===== config.mk =====
export PLATFORM = sky130hd
export DESIGN_NAME = xor_accumulator
export DESIGN_NICKNAME = d
export VERILOG_FILES = /design/src/rtl/xor_accumulator.sv
export SDC_FILE = /design/constraint.sdc
export NUM_CORES = 1
export LEC_CHECK = 0
export ABC_AREA = 1
export CORE_AREA = 2 2 407 409
export CTS_CLUSTER_DIAMETER = 80
export DETAILED_ROUTE_END_ITERATION = 10
export DIE_AREA = 0 0 409 411
export SYNTH_ARGS = -nofsm -noshare
export SYNTH_HDL_FRONTEND = slang
export SYNTH_SLANG_ARGS = --single-unit
export TNS_END_PERCENT = 5

===== constraint.sdc =====
create_clock -name clk -period 2.65 [get_ports clk]
set_clock_uncertainty 0.15 [all_clocks]
set_input_delay 0.3975 -clock clk [delete_from_list [all_inputs] [get_ports clk]]
set_output_delay 0.3975 -clock clk [all_outputs]
set_load 0.005 [all_outputs]

===== src/rtl/xor_accumulator.sv =====
// Folds masked packet beats into per-row XOR parity across a coding word and
// presents the result, its beat count and a sticky saturation flag until taken.
module xor_accumulator #(
  parameter int MASK_W        = 128,
  parameter int W             = 4,
  parameter int PACKET_LENGTH = 2,
  parameter int CNT_W         = 8
) (
  input  logic                     clk,
  input  logic                     rst_n,
  input  logic                     clr,
  input  logic                     in_valid,
  output logic                     in_ready,
  input  logic                     in_last,
  input  logic [PACKET_LENGTH-1:0] mask_product [0:W-1][0:MASK_W-1],
  output logic                     out_valid,
  input  logic                     out_ready,
  output logic [PACKET_LENGTH-1:0] out_parity [0:W-1],
  output logic [CNT_W-1:0]         out_beats,
  output logic                     out_sat,
  output logic [1:0]               dbg_state
);

  // Handshake: a beat transfers on a rising edge where in_valid && in_ready;
  // a result transfers where out_valid && out_ready. clr overrides both.
  typedef enum logic [1:0] {S_IDLE = 2'd0, S_ACCUM = 2'd1, S_HOLD = 2'd2} state_t;

  localparam logic [CNT_W-1:0] CNT_MAX = '1;

  state_t                   r_state, w_state_nxt;
  logic                     r_live;
  logic [PACKET_LENGTH-1:0] r_acc     [0:W-1];
  logic [PACKET_LENGTH-1:0] r_res     [0:W-1];
  logic [PACKET_LENGTH-1:0] w_red     [0:W-1];
  logic [PACKET_LENGTH-1:0] w_fold    [0:W-1];
  logic [CNT_W-1:0]         r_cnt, r_res_beats, w_cnt_inc;
  logic                     r_sat, r_res_sat, w_sat_inc;
  logic                     w_accept;

  always_comb begin
    for (int i = 0; i < W; i++) begin
      w_red[i] = '0;
      for (int j = 0; j < MASK_W; j++) w_red[i] = w_red[i] ^ mask_product[i][j];
      w_fold[i] = r_acc[i] ^ w_red[i];
    end
  end

  assign w_accept  = in_valid && in_ready;
  assign w_cnt_inc = (r_cnt == CNT_MAX) ? r_cnt : r_cnt + CNT_W'(1);
  assign w_sat_inc = r_sat || (r_cnt == CNT_MAX);

  // in_ready stays low until the first edge after reset release.
  always_ff @(posedge clk or negedge rst_n) begin
    if (!rst_n) r_live <= 1'b0;
    else        r_live <= 1'b1;
  end

  always_ff @(posedge clk or negedge rst_n) begin
    if (!rst_n) r_state <= S_IDLE;
    else        r_state <= w_state_nxt;
  end

  always_comb begin
    w_state_nxt = r_state;
    if (clr) begin
      w_state_nxt = S_IDLE;
    end else begin
      case (r_state)
        S_IDLE:  if (w_accept) w_state_nxt = in_last ? S_HOLD : S_ACCUM;
        S_ACCUM: if (w_accept && in_last) w_state_nxt = S_HOLD;
        S_HOLD:  if (out_ready) w_state_nxt = S_IDLE;
        default: w_state_nxt = S_IDLE;
      endcase
    end
  end

  always_comb begin
    in_ready  = r_live && (r_state != S_HOLD);
    out_valid = (r_state == S_HOLD);
    out_beats = out_valid ? r_res_beats : '0;
    out_sat   = out_valid && r_res_sat;
    dbg_state = r_state;
    for (int i = 0; i < W; i++) out_parity[i] = out_valid ? r_res[i] : '0;
  end

  always_ff @(posedge clk or negedge rst_n) begin
    if (!rst_n) begin
      for (int i = 0; i < W; i++) begin
        r_acc[i] <= '0;
        r_res[i] <= '0;
      end
      r_cnt       <= '0;
      r_sat       <= 1'b0;
      r_res_beats <= '0;
      r_res_sat   <= 1'b0;
    end else if (clr) begin
      for (int i = 0; i < W; i++) begin
        r_acc[i] <= '0;
        r_res[i] <= '0;
      end
      r_cnt       <= '0;
      r_sat       <= 1'b0;
      r_res_beats <= '0;
      r_res_sat   <= 1'b0;
    end else begin
      case (r_state)
        S_IDLE: begin
          if (w_accept && in_last) begin
            for (int i = 0; i < W; i++) r_res[i] <= w_red[i];
            r_res_beats <= CNT_W'(1);
            r_res_sat   <= 1'b0;
          end else if (w_accept) begin
            for (int i = 0; i < W; i++) r_acc[i] <= w_red[i];
            r_cnt <= CNT_W'(1);
            r_sat <= 1'b0;
          end
        end
        S_ACCUM: begin
          if (w_accept && in_last) begin
            for (int i = 0; i < W; i++) begin
              r_res[i] <= w_fold[i];
              r_acc[i] <= '0;
            end
            r_res_beats <= w_cnt_inc;
            r_res_sat   <= w_sat_inc;
            r_cnt       <= '0;
            r_sat       <= 1'b0;
          end else if (w_accept) begin
            for (int i = 0; i < W; i++) r_acc[i] <= w_fold[i];
            r_cnt <= w_cnt_inc;
            r_sat <= w_sat_inc;
          end
        end
        S_HOLD: begin
          if (out_ready) begin
            for (int i = 0; i < W; i++) r_res[i] <= '0;
            r_res_beats <= '0;
            r_res_sat   <= 1'b0;
          end
        end
        default: begin
          r_cnt <= '0;
          r_sat <= 1'b0;
        end
      endcase
    end
  end

endmodule

==> results by group <==
Floorplanning
  – Row Count: 149
  – Vert. Die Dim: 411 microns
  – Die W: 409 microns
  – Initial core utilization: 9.44%
  – # IOs: 1051
  – CORE AREA: 0.164 sq mm
  – Die area: 0.168 sq mm

Pwr
  – Pleak: 0.0195 uW
  – Design internal power: 6250 uW
  – P per Cell Area: 388 mW/mm^2
  – Gate power share: 89.2%
  – Flop pwr share: 6.0%
  – Total power: 13200 uW
  – Psw: 6910 uW
  – Clk pwr share: 4.8%
  – VDD IR max: 0.303 mV
  – Net Sw Frac: 52.5%

CTS
  – Clock transition at path regs: 70 ps
  – Clk sink count: 37
  – Clk root buf: clkbuf_16
  – Clk_lat worst skew: 300 ps
  – TritonCTS Buffers: 5
  – CTS tree: yes
  – H-tree depth: 2
  – Clk buf depth: 2

Worst setup path
  – R2r worst-path depth: 14
  – CP arrival: 2650 ps
  – Data required, critical path: 2690 ps
  – Crit. End Element: register
  – Capture point of the worst reg-to-reg path: r_res_beats[0]
  – R2r setup slk: 180 ps
  – Crit Path Class: input port to register
  – Critical Path Fanout Max: 3
  – Startpoint Class: input port
  – R2R Path Start: dbg_state[0]

Outcome
  – Status: complete, no violations

Place
  – Detail Placement HPWL: 83500 microns
  – Port buffer count: 1050
  – Gp weighted congestion: 0.905
  – Placed Instance Area: 0.0296 sq mm
  – Worst slack, placed: -898 ps

Route
  – Avg WL per Cell: 15.3 microns
  – Routed WL: 93800 microns
  – Vias/cell: 3.41
  – Via count: 20900
  – Detail Route Antenna Nets: 0
  – DR DRC count: 0
  – Number of DRC markers in iteration 0: 839
  – Number of iterations in the first detailed-routing pass: 5

Global route
  – Largest net degree at the start of global routing: 38
  – Via count of the first global-routing pass: 19700
  – Initial antenna violation count: 50
  – GRT Total Usage: 10.1%
  – GRT overflow: 0
  – First-pass GRT wire length: 124000 microns

Synthesis
  – Yosys warning count: 0
  – Unique masters post-synth: 38
  – Dominant synthesized flop cell: dfrtp_1
  – Synthesized Nets: 3801
  – Cells after Synth: 2767
  – Post-synth EDFFs: 0
  – Sequential element share of the synthesized area: 5.98%
  – Mean Syn Cell Area: 5.59 sq um
  – Mapped Area: 0.0155 sq mm
  – Seq cells post-synth: 37
  – FFs w/ async S/R, synth: 100%

Finish
  – Share of layout cells above drive strength 1: 24.9%
  – Filler cells: 18200
  – Synth-to-Final Area Change: 119%
  – Net count, final: 4950
  – Post-route cell area: 0.0339 sq mm

Timing
  – Final period util: 98.6%
  – Slew @ Worst Pin: 918 ps
  – Slew HR: 38.8%
  – Min Tclk post-route: 2610 ps
  – RSZ-0062 raised after global routing: yes
  – Final setup TNS: 0 ps
  – Setup Viol. Count Final: 0
  – Timing-limited maximum frequency: 383 MHz
  – Final hold vios: 0
  – Max Transition Viols Final: 0
  – Worst setup margin: 36.5 ps

Run
  – Max_cap viols: 0

Worst hold path
  – Hold crit path type: input port to async pin
[synthesized netlist by cell type (4+ instances only)]
cell type	n	share of area, %
xnor2_1	340	19
xor2_1	296	17
nor2_1	46	1.1
a21oi_1	9	0.29
nand4_1	7	0.28
nand3_1	233	7.5
nand3b_1	93	4.5
clkinv_1	4	0.097
nand2_1	1155	28
dfrtp_1	37	6.0
o21ai_0	21	0.68
xnor2_2	7	0.74
inv_2	7	0.17
inv_1	432	10
o22ai_1	5	0.20
ha_1	4	0.32
nand2_2	19	0.77
or2_1	20	0.81
[area by class of cell]
type,instances,area [sq um],area share [%]
clock inverter,3,21.3,0.0628
antenna,13,32.5,0.0960
clock buffer,5,125,0.369
tap,2189,2740,8.08
timing repair buffer,1147,11900,35.2
multi-input combinational,2282,16400,48.5
inverter,443,1670,4.94
sequential,37,926,2.73
[critical path: stages]
cell and delay, ps:
dlygate4sd2_1 290, xor2_1 180, nand2_1 60, nand2_1 80, xnor3_1 360, inv_1 70
nand2_1 60, nand3_1 100, nand2_2 60, nand3b_1 220, nand3_2 130, buf_6 140
nand3_4 100, nand2_2 100, nand2_2 70, nand3_2 50, nand2_1 40, nand2_1 70
nand2_1 50
[metal layers]
metal / global-route usage [%] / vias up / routed length (microns)
met5: 0 / - / 67
met1: 11.6 / 9488 / 35600
li1: - / 10500 / -
met4: 2.07 / 10 / 2640
met3: 1.74 / 133 / 5880
met2: 19.3 / 716 / 49600
[power groups by stage]
stage / clock [uW] / combinational [uW] / sequential (uW)
finish: 637 / 11700 / 786
global route: 674 / 13000 / 803
CTS: 651 / 10800 / 782
detailed placement: 0 / 9970 / 789
global placement: 0 / 9810 / 785
floorplan: 0 / 5110 / 760
[worst max path at each step]
stage / from / to / slack [ps] / cells past startpoint
6_report: mask_product[190] / r_res[0] / 40 / 19
5_1_grt: mask_product[375] / r_acc[3] / -150 / 21
4_1_cts: mask_product[645] / r_res[5] / -90 / 27
3_5_place_dp: mask_product[496] / r_acc[2] / -900 / 18
3_3_place_gp: mask_product[496] / r_res[2] / -890 / 18
2_1_floorplan: dbg_state[0] / r_res[0] / 340 / 15
[cell usage in the layout, fill, tap and decap left out, types with 44 or more instances in the layout]
master	n
dlygate4sd2_1	124
buf_4	79
clkdlybuf4s50_1	374
nand2_2	306
clkdlybuf4s15_1	44
nand2_4	47
xnor2_1	208
nand3_1	110
nand3b_1	93
xor2_2	81
inv_2	51
dlymetal6s2s_1	422
xnor2_2	135
xor2_1	212
clkbuf_2	75
nand2_1	821
inv_1	385
nand3_2	118
[through the flow]
stage	hold WS, ps	utilization, %	std cells
3_5_place_dp	321	18.1	6100
2_1_floorplan	-48.1	-	2767
3_3_place_gp	318	18.1	6100
6_report	80.8	20.7	6119
4_1_cts	131	18.7	6111
5_1_grt	159	20.7	6113
[state kept, by name, summed over array words and instances, names as in the netlist]
signal	cells
r_acc	8
r_res_beats	8
r_live	1
r_sat	1
dbg_state	2
r_res_sat	1
r_cnt	8
r_res	8
[timing repair]
item	4_1_cts	5_1_grt
buffers inserted	6	6
setup endpoints to repair	19	32
hold buffers	0	0
pin swaps	348	787
gates resized for setup	529	1178
cloned	0	0
[cells by family (layout without fill, tap and decap cells)]
logic type | count (synthesis) | after routing | synth area share, %
AO/OA/AOI/OAI | 42 | 42 | 1.50
XOR/XNOR | 649 | 649 | 37.5
adder cells (fa/ha/maj) | 4 | 4 | 0.323
buffers and inverters | 448 | 1598 | 10.9
flip-flops | 37 | 37 | 5.98
other | 1 | 14 | 0.0242
AND/OR/NAND/NOR | 1586 | 1586 | 43.8
Power figures use the tool's default switching activity.
